[src/rtl/ov7670_capture_scaler.sv]
// Purpose : OV7670 DVP capture front-end. Assembles 2-byte RGB565 pixels, decimates, crops and emits one RAM write per kept pixel.
// Latency : we rises on the 2nd posedge counted from the edge that samples the pixel's 2nd byte (input register + output register).
// Backpr. : none. The camera cannot be stalled, so the write port must accept one write per cycle.
//
// Ports:
//   i_pclk        camera pixel clock; all logic is on its posedge
//   i_rst         asynchronous active-high reset
//   i_vsync       frame sync (high = vertical blanking)
//   i_href        line valid
//   i_d[7:0]      pixel byte
//   i_enable      capture request; sampled only at frame start
//   o_addr        write address oy*OUT_W+ox
//   o_dout[15:0]  RGB565 write data (black outside the crop window)
//   o_we          one-cycle write strobe per kept pixel
//   o_frame_done  one-cycle pulse at the end of a captured frame
//   o_frame_cnt   captured-frame counter (wraps)
//   o_line_err    sticky bad-line-length flag, cleared at frame start
module ov7670_capture_scaler #(
    parameter int SRC_W     = 640,
    parameter int SRC_H     = 480,
    parameter int DEC_X     = 2,
    parameter int DEC_Y     = 2,
    parameter int ADDR_W    = 17,
    parameter int CROP_L    = 0,
    parameter int CROP_R    = 0,
    parameter int CROP_T    = 0,
    parameter int CROP_B    = 0,
    parameter int BYTE_SWAP = 0
) (
    input  logic              i_pclk,
    input  logic              i_rst,
    input  logic              i_vsync,
    input  logic              i_href,
    input  logic [7:0]        i_d,
    input  logic              i_enable,
    output logic [ADDR_W-1:0] o_addr,
    output logic [15:0]       o_dout,
    output logic              o_we,
    output logic              o_frame_done,
    output logic [7:0]        o_frame_cnt,
    output logic              o_line_err
);
    localparam int OUT_W = SRC_W / DEC_X;
    localparam int OUT_H = SRC_H / DEC_Y;
    localparam int CW    = $clog2(OUT_W + 1);
    localparam int RW    = $clog2(OUT_H + 1);
    localparam int BW    = $clog2(2 * SRC_W + 2);

    localparam logic [CW-1:0] OUT_W_C  = CW'(OUT_W);
    localparam logic [RW-1:0] OUT_H_C  = RW'(OUT_H);
    localparam logic [CW-1:0] CROP_L_C = CW'(CROP_L);
    localparam logic [RW-1:0] CROP_T_C = RW'(CROP_T);
    localparam logic [CW-1:0] WIN_W_C  = CW'(OUT_W - CROP_L - CROP_R);
    localparam logic [RW-1:0] WIN_H_C  = RW'(OUT_H - CROP_T - CROP_B);
    localparam logic [1:0]    DX_M1    = 2'(DEC_X - 1);
    localparam logic [1:0]    DY_M1    = 2'(DEC_Y - 1);
    localparam logic [BW-1:0] LINE_B   = BW'(2 * SRC_W);
    localparam logic [BW-1:0] BCNT_MAX = BW'(2 * SRC_W + 1);

    typedef enum logic [1:0] {WAIT_VS, VBLANK, ACTIVE} state_t;

    state_t            r_state;
    logic              r_vs, r_hr, r_hr_d;
    logic [7:0]        r_d, r_b0;
    logic              r_phase;      // 1 = first byte of a pair is held in r_b0
    logic [1:0]        r_cx, r_cy;   // decimation phase within column / row
    logic [CW-1:0]     r_ox;
    logic [RW-1:0]     r_oy;
    logic [BW-1:0]     r_bcnt;       // saturates so a very long line cannot alias to a good length
    logic [ADDR_W-1:0] r_addr;
    logic [15:0]       r_dout;
    logic              r_we, r_fd, r_le;
    logic [7:0]        r_cnt;

    logic              w_href_rise, w_href_fall, w_second, w_keep, w_inside;
    logic [15:0]       w_pixel;
    logic [ADDR_W-1:0] w_addr;

    assign w_href_rise = r_hr & ~r_hr_d;
    assign w_href_fall = ~r_hr & r_hr_d;
    assign w_second    = r_hr & r_hr_d & r_phase;
    assign w_pixel     = (BYTE_SWAP != 0) ? {r_d, r_b0} : {r_b0, r_d};
    assign w_keep      = w_second && (r_cx == 2'd0) && (r_cy == 2'd0) &&
                         (r_ox < OUT_W_C) && (r_oy < OUT_H_C);
    // Unsigned wrap makes "below the low edge" land above the window width,
    // so each axis needs a single compare.
    assign w_inside    = (CW'(r_ox - CROP_L_C) < WIN_W_C) &&
                         (RW'(r_oy - CROP_T_C) < WIN_H_C);
    assign w_addr      = ADDR_W'(r_oy) * ADDR_W'(OUT_W) + ADDR_W'(r_ox);

    always_ff @(posedge i_pclk or posedge i_rst) begin
        if (i_rst) begin
            r_state <= WAIT_VS;
            r_vs    <= 1'b0;
            r_hr    <= 1'b0;
            r_hr_d  <= 1'b0;
            r_d     <= 8'h00;
            r_b0    <= 8'h00;
            r_phase <= 1'b0;
            r_cx    <= 2'd0;
            r_cy    <= 2'd0;
            r_ox    <= '0;
            r_oy    <= '0;
            r_bcnt  <= '0;
            r_addr  <= '0;
            r_dout  <= 16'h0000;
            r_we    <= 1'b0;
            r_fd    <= 1'b0;
            r_le    <= 1'b0;
            r_cnt   <= 8'h00;
        end else begin
            r_vs   <= i_vsync;
            r_hr   <= i_href;
            r_d    <= i_d;
            r_hr_d <= r_hr;
            r_we   <= 1'b0;
            r_fd   <= 1'b0;
            case (r_state)
                WAIT_VS: begin
                    if (r_vs) r_state <= VBLANK;
                end
                VBLANK: begin
                    if (!r_vs) begin
                        r_cx    <= 2'd0;
                        r_cy    <= 2'd0;
                        r_ox    <= '0;
                        r_oy    <= '0;
                        r_phase <= 1'b0;
                        r_le    <= 1'b0;
                        r_state <= i_enable ? ACTIVE : WAIT_VS;
                    end
                end
                ACTIVE: begin
                    if (r_vs) begin
                        // vsync rise ends the frame, aborting any partial line
                        r_state <= VBLANK;
                        r_fd    <= 1'b1;
                        r_cnt   <= r_cnt + 8'd1;
                    end else begin
                        if (w_href_rise) begin
                            r_b0    <= r_d;
                            r_phase <= 1'b1;
                            r_bcnt  <= BW'(1);
                        end else if (r_hr) begin
                            if (r_bcnt != BCNT_MAX) r_bcnt <= r_bcnt + BW'(1);
                            if (r_phase) begin
                                r_phase <= 1'b0;
                                r_cx    <= (r_cx == DX_M1) ? 2'd0 : r_cx + 2'd1;
                                if (w_keep) begin
                                    r_addr <= w_addr;
                                    r_dout <= w_inside ? w_pixel : 16'h0000;
                                    r_we   <= 1'b1;
                                    r_ox   <= r_ox + CW'(1);
                                end
                            end else begin
                                r_b0    <= r_d;
                                r_phase <= 1'b1;
                            end
                        end
                        if (w_href_fall) begin
                            r_cx <= 2'd0;
                            r_ox <= '0;
                            r_cy <= (r_cy == DY_M1) ? 2'd0 : r_cy + 2'd1;
                            if (r_cy == 2'd0 && r_oy < OUT_H_C) r_oy <= r_oy + RW'(1);
                            if (r_bcnt != LINE_B) r_le <= 1'b1;
                        end
                    end
                end
                default: r_state <= WAIT_VS;
            endcase
        end
    end

    assign o_addr       = r_addr;
    assign o_dout       = r_dout;
    assign o_we         = r_we;
    assign o_frame_done = r_fd;
    assign o_frame_cnt  = r_cnt;
    assign o_line_err   = r_le;
endmodule
[config.mk]
export PLATFORM = sky130hd
export DESIGN_NAME = ov7670_capture_scaler
export DESIGN_NICKNAME = d
export VERILOG_FILES = /design/src/rtl/ov7670_capture_scaler.sv
export SDC_FILE = /design/constraint.sdc
export NUM_CORES = 1
export LEC_CHECK = 0
export BUFFER_PORTS_ARGS = -buffer_cell sky130_fd_sc_hd__buf_2
export CORE_ASPECT_RATIO = 0.8
export CORE_MARGIN = 2
export CORE_UTILIZATION = 55
export DETAILED_ROUTE_END_ITERATION = 10
export MAX_ROUTING_LAYER = met4
export PLACE_DENSITY = 0.79
export SLEW_MARGIN = 10
export SYNTH_ARGS = -nofsm -noshare
export SYNTH_HDL_FRONTEND = slang
export SYNTH_SLANG_ARGS = --single-unit
[constraint.sdc]
create_clock -name i_pclk -period 6.4 [get_ports i_pclk]
set_input_delay 0.32 -clock i_pclk [delete_from_list [all_inputs] [get_ports i_pclk]]
set_output_delay 0.32 -clock i_pclk [all_outputs]
set_load 0.02 [all_outputs]
==> flow_summary.json, run 1 <==
{
  "status": "completed",
  "cpLargestDelayFamily": "adder cells",
  "hp-class": "input pin to flop",
  "clk_path_buf_depth": 2,
  "cpMostUsedCell": "ha_1",
  "r2r-start": "r_oy[1]",
  "rows": 29,
  "start_util": 0.568,
  "slowest_delay_ns": 0.46,
  "antenna_found_initial": 0,
  "power_density_mw_per_mm2": 230,
  "cts_buffers": 9,
  "reg2reg_depth": 9,
  "multi_input_area_mm2": 0.00198,
  "synth_common_cells": "99 x nand2_1, 98 x dfrtp_1, 28 x nor2_1, 26 x o21ai_0, 21 x ha_1",
  "crit_required_ns": 6.65,
  "drc": 0,
  "postSynth.asyncResetShare": 1.00,
  "cts_tree": "yes",
  "met2_length_mm": 3.96,
  "coreArea_mm2": 0.00795,
  "synthTopCellsByArea": "dfrtp_1 54%, nand2_1 8.2%, ha_1 5.8%, xor2_1 3.9%, o21ai_0 2.9%",
  "finalHoldWorstSlack_ns": 0.0562,
  "htree_levels": 3,
  "synth.largest_area_cell": "dfrtp_1",
  "register_area_mm2": 0.00245,
  "slew-limit-headroom": 0.441,
  "synth_edf_count": 0,
  "timing.final.crit_period_ns": 2.85,
  "yosysSeqAreaShare": 0.543,
  "dieArea_mm2": 0.00895,
  "worstSkewPairLatency_ns": 0.36,
  "rsz0062_at_grt": "false",
  "critical_path.cell_chain": "ha_1, ha_1, fa_1, a211oi_1, nor2_1, xnor2_1, nor4_1, a211o_1, nand3_1",
  "io_buffers": 56,
  "end_kind": "flop",
  "r2r_slack_ns": 3.55,
  "viasPerCell": 5.32,
  "synthXorXnorAreaFrac": 0.0601,
  "ys.flop_type": "dfrtp_1",
  "synth_top_family_by_area": "simple AND/OR/NAND/NOR gates",
  "cp-startpoint": "r_oy[1]",
  "overflow": 0,
  "path_depth": 9,
  "avgRoutedWirePerCell_um": 13.6,
  "wl_mm": 8.36,
  "synth-seq-cells": 98,
  "worstPathArrival_ns": 3.10,
  "dieHeight_um": 85.0,
  "clock_skew_ns": 0.00970,
  "yosys.area_share.simple": 0.200,
  "timing.final.crit_share": 0.445,
  "hpwl_mm": 5.92,
  "muxShareOfSynthArea": 0.0272,
  "worst_pin_slew_ns": 0.832,
  "n_fill_cell": 666,
  "firstDrtPassIters": 4,
  "hold_violations": 0,
  "syn-num-nets": 474,
  "area_delta_synth_final_pct": 13.2,
  "syn_area_mm2": 0.00451,
  "final_antenna_net_count": 0,
  "fin_nets": 536,
  "cts-root-buf": "clkbuf_8",
  "wl_met3_um": 275,
  "grt_pass1_vias": 3236,
  "grt_start_max_net_pins": 63,
  "highest_layer": "met4",
  "start_kind": "flop",
  "crit_fanout": 7,
  "synthCells": 438,
  "reg2reg_to": "o_addr[15]",
  "synth-adder-area-share": 0.0671,
  "postCtsSetupBuffers": 0,
  "slowest_stage": "dfrtp_1",
  "synth_compound_area_frac": 0.0848,
  "grt_pass1_wl_mm": 14.7,
  "cts_hold_buf": 1,
  "grt.total_usage": 0.211,
  "synth.most_common_cell": "nand2_1",
  "yosysUniqueCellTypes": 52,
  "syn_avg_cell_area_um2": 10.3,
  "slew_viol_final": 0,
  "power.leakage_nw": 2.71,
  "n_antenna_cell": 0,
  "m1WireLength_mm": 4.05,
  "fin_setup_tns_ns": 0,
  "io_pins": 57,
  "clock-sinks": 98,
  "max-vdd-ir-drop_mv": 0.188,
  "drt_iter0_markers": 129,
  "path_class": "flop to flop",
  "drive_gt1_frac": 0.196,
  "gp_congestion": 0.861,
  "clk_pin_slew_ns": 0.10,
  "vias": 3260,
  "setup_viol": 0,
  "cts.repair.resized": 0,
  "ys_warn_count": 0,
  "maxCapViolCount": 0,
  "synth_top_area_frac": 0.543,
  "pre_cts_slack_ns": 3.57,
  "fmax_mhz": 351,
  "fin_ws_ns": 3.55,
  "cp.buffers_inverters": 0,
  "fp.dieW_um": 105,
  "crit_end": "o_addr[15]"
}
-- routing by layer --
layer	GRT usage	up-vias
li1	-	1615
met1	0.283	1572
met2	0.328	62
met3	0.0422	11
met4	0.0642	0
met5	-	-
-- logic make-up after synthesis --
group / count (synthesis)
buffers and inverters: 21
flip-flops: 98
XOR/XNOR: 31
adder cells (fa/ha/maj): 23
multiplexers: 11
AND/OR/NAND/NOR: 190
AO/OA/AOI/OAI: 64
-- report_power, final --
group / internal (mW) / switching (mW) / total, mW
registers: 0.655 / 0.0330 / 0.688
clock network: 0.148 / 0.226 / 0.374
logic: 0.0474 / 0.0674 / 0.115
-- sequential cells by signal (all words and copies together) (netlist names) --
name / flops
o_addr: 17
o_dout: 16
o_frame_cnt: 8
o_frame_done: 1
o_line_err: 1
o_we: 1
r_b0: 8
r_bcnt: 11
r_cx: 2
r_cy: 2
r_d: 8
r_hr: 1
r_hr_d: 1
r_ox: 9
r_oy: 8
r_phase: 1
r_state: 2
r_vs: 1
-- metrics by stage --
step	area (um^2)	util	std cells	total power, mW
2_1_floorplan	4510	-	438	0.776
3_3_place_gp	4920	0.619	596	0.807
3_5_place_dp	4920	0.619	596	0.815
4_1_cts	5110	0.643	613	1.19
5_1_grt	5110	0.643	613	1.23
6_report	5110	0.643	613	1.18
-- placed cells by master (no fill, tap or decap), drive strengths merged, types with 3 or more instances in the layout --
cell type	count
nand4	8
nor3	5
nand3	11
o21ai	29
or4	3
nor2	29
dfrtp	98
clkinv	5
nand2b	7
inv	15
o31ai	4
nand2	100
xnor2	11
nor2b	3
or3	3
a21oi	16
and3	9
xor2	20
ha	21
clkbuf	9
mux2	10
a21o	3
nand3b	3
buf	58
-- how the worst min path moves through the flow --
stage | cells past startpoint | from | endpoint
CTS | 1 | i_d[0] | r_d[0]
global route | 1 | i_d[2] | r_d[2]
global placement | 2 | i_rst | o_frame_cnt[6]
floorplan | 0 | i_d[0] | r_d[0]
detailed placement | 2 | i_rst | o_frame_cnt[6]
finish | 1 | i_d[2] | r_d[2]
-- worst reg2reg max path, delay by kind of cell, from the launching register on --
kind                       cells  cell delay, ns
AOI/OAI and AO/OA              2            0.53
xor gates and xnor gates       1            0.18
adders and majority gates      3            1.00
DFF                            1            0.46
and+or+nand+nor                3            0.58
-- area by class of cell --
class                           count  area share
Clock buffer                        9      0.0242
Clock inverter                      7      0.0118
Inverter                           13      0.0100
Multi-Input combinational cell    319       0.388
Sequential cell                    98       0.480
Tap cell                          108      0.0264
Timing Repair Buffer               59      0.0597
Power figures use the tool's default switching activity.
==> run 2: changes to the inputs <==
clock period = 2.9 ns   (was 6.4 ns; I/O delays follow)
==> flow_summary.json, run 2 (synthesis gave the netlist of run 1 again) <==
{
  "status": "completed",
  "fmax_mhz": 368,
  "layout_commonest_cell": "nand2_1",
  "grt.total_usage": 0.215,
  "viasPerCell": 5.23,
  "firstDrtPassIters": 4,
  "hpwl_mm": 5.96,
  "p_total_mw": 2.68,
  "drive_gt1_frac": 0.197,
  "power_density_mw_per_mm2": 509,
  "hold_violations": 0,
  "crit_fanout": 7,
  "gp_congestion": 0.846,
  "antenna_found_initial": 0,
  "coreArea_mm2": 0.00795,
  "p_int_mw": 1.97,
  "start_util": 0.568,
  "clock-sinks": 98,
  "end_kind": "flop",
  "clk_path_buf_depth": 2,
  "crit_required_ns": 3.15,
  "overflow": 0,
  "register_area_mm2": 0.00245,
  "n_fill_cell": 628,
  "n_antenna_cell": 0,
  "largest_reg_flops": 17,
  "cts_tree": "yes",
  "finalHoldWorstSlack_ns": 0.0174,
  "dieArea_mm2": 0.00895,
  "grt_start_max_net_pins": 63,
  "max-vdd-ir-drop_mv": 0.403,
  "io_pins": 57,
  "path_class": "flop to flop",
  "final_antenna_net_count": 0,
  "drt_iter0_markers": 156,
  "fin_setup_tns_ns": 0,
  "rows": 29,
  "maxCapViolCount": 0,
  "p_switching_mw": 0.711,
  "timing.final.crit_share": 0.937,
  "postCtsSetupBuffers": 0,
  "vias": 3273,
  "timing.final.crit_period_ns": 2.72,
  "cts-root-buf": "clkbuf_8",
  "worstPathArrival_ns": 2.96,
  "combPwrFrac": 0.098,
  "clockPowerShare": 0.335,
  "slew-limit-headroom": 0.409,
  "start_kind": "flop",
  "io_buffers": 56,
  "avgRoutedWirePerCell_um": 13.9,
  "pwr-share-seq": 0.566,
  "clk_pin_slew_ns": 0.09,
  "hp-class": "input pin to flop",
  "fp.dieW_um": 105,
  "dieHeight_um": 85.0,
  "grt_pass1_vias": 3223,
  "worst_pin_slew_ns": 0.880,
  "drc": 0,
  "fin_nets": 549,
  "clock_skew_ns": 0.0116,
  "p_sw_frac": 0.265,
  "slew_viol_final": 0,
  "wl_mm": 8.70,
  "layout_common_cells": "99 x nand2_1, 98 x dfrtp_1, 56 x buf_2, 28 x nor2_1, 26 x o21ai_0",
  "worstSkewPairLatency_ns": 0.37,
  "area_delta_synth_final_pct": 16.7,
  "grt_pass1_wl_mm": 14.8,
  "setup_viol": 0,
  "power.leakage_nw": 2.78,
  "htree_levels": 3,
  "cts_buffers": 9,
  "multi_input_area_mm2": 0.00199
}
==> run 2: cell types whose count changed in the layout (fill, tap and decap cells not counted), sizes merged <==
cell,delta
clkbuf,+1
inv,-1
clkinv,-2
bufinv,+1
clkinvlp,+1
buf,+3
dlygate4sd3,+10
==> run 2: layer usage <==
metal  wire length, um  GRT usage  vias to the layer above  part of all wire
met1              4120      0.287                     1546              0.47
met2              4120      0.334                       71              0.47
met4                97     0.0473                        0             0.011
met5                 0          -                        -                 0
met3               370     0.0561                       10             0.043
li1                  -          -                     1646                 -
==> run 2: layout make-up <==
class	instances	area share
Sequential cell	98	0.465
Clock inverter	6	0.0142
Multi-Input combinational cell	319	0.377
Clock buffer	10	0.0242
Inverter	13	0.00974
Timing Repair Buffer	72	0.0836
Tap cell	108	0.0256
==> run 2: timing repair <==
item	CTS	global route
hold buffers	11	0
gates resized for setup	0	1
endpoints found under the setup margin	0	1
hold endpoints to repair	71	0
==> run 2: critical path, stage by stage (launching register included) <==
cell	delay, ns
dfrtp_1	0.45
ha_1	0.32
ha_1	0.24
fa_1	0.43
xor2_1	0.20
nand2_1	0.12
or2_2	0.32
nor3_1	0.29
xnor2_1	0.15
o21ai_0	0.08
==> run 2: through the flow <==
step	utilization	std cells	instance area, um^2	worst slack (ns)
finish	0.663	626	5270	0.184
detailed placement	0.623	599	4950	0.157
CTS	0.662	626	5260	0.146
floorplan	-	438	4510	0.193
global route	0.663	626	5270	-0.00913
global placement	0.623	599	4950	0.235
==> run 2: worst paths after layout <==
path                       slack [ns]      from  depth (start not counted)        endpoint
setup / recovery                 0.18   r_oy[1]                          9      o_addr[14]
hold / removal                   0.02  i_enable                          3      r_state[1]
setup reg to reg                 0.18   r_oy[1]                          9      o_addr[14]
hold reg to reg                  0.47    r_d[5]                          2       o_dout[5]
max in group asynchronous        1.79     i_rst                          4       o_addr[7]
min in group asynchronous        0.44     i_rst                          3  o_frame_cnt[4]
==> run 2: power by group through the flow <==
| stage | Clock, mW | Sequential, mW | Combinational [mW] |
|---|---|---|---|
| 2_1_floorplan | 0 | 1.56 | 0.150 |
| 3_3_place_gp | 0 | 1.54 | 0.244 |
| 3_5_place_dp | 0 | 1.54 | 0.256 |
| 4_1_cts | 0.920 | 1.52 | 0.269 |
| 5_1_grt | 0.970 | 1.53 | 0.300 |
| 6_report | 0.899 | 1.52 | 0.264 |
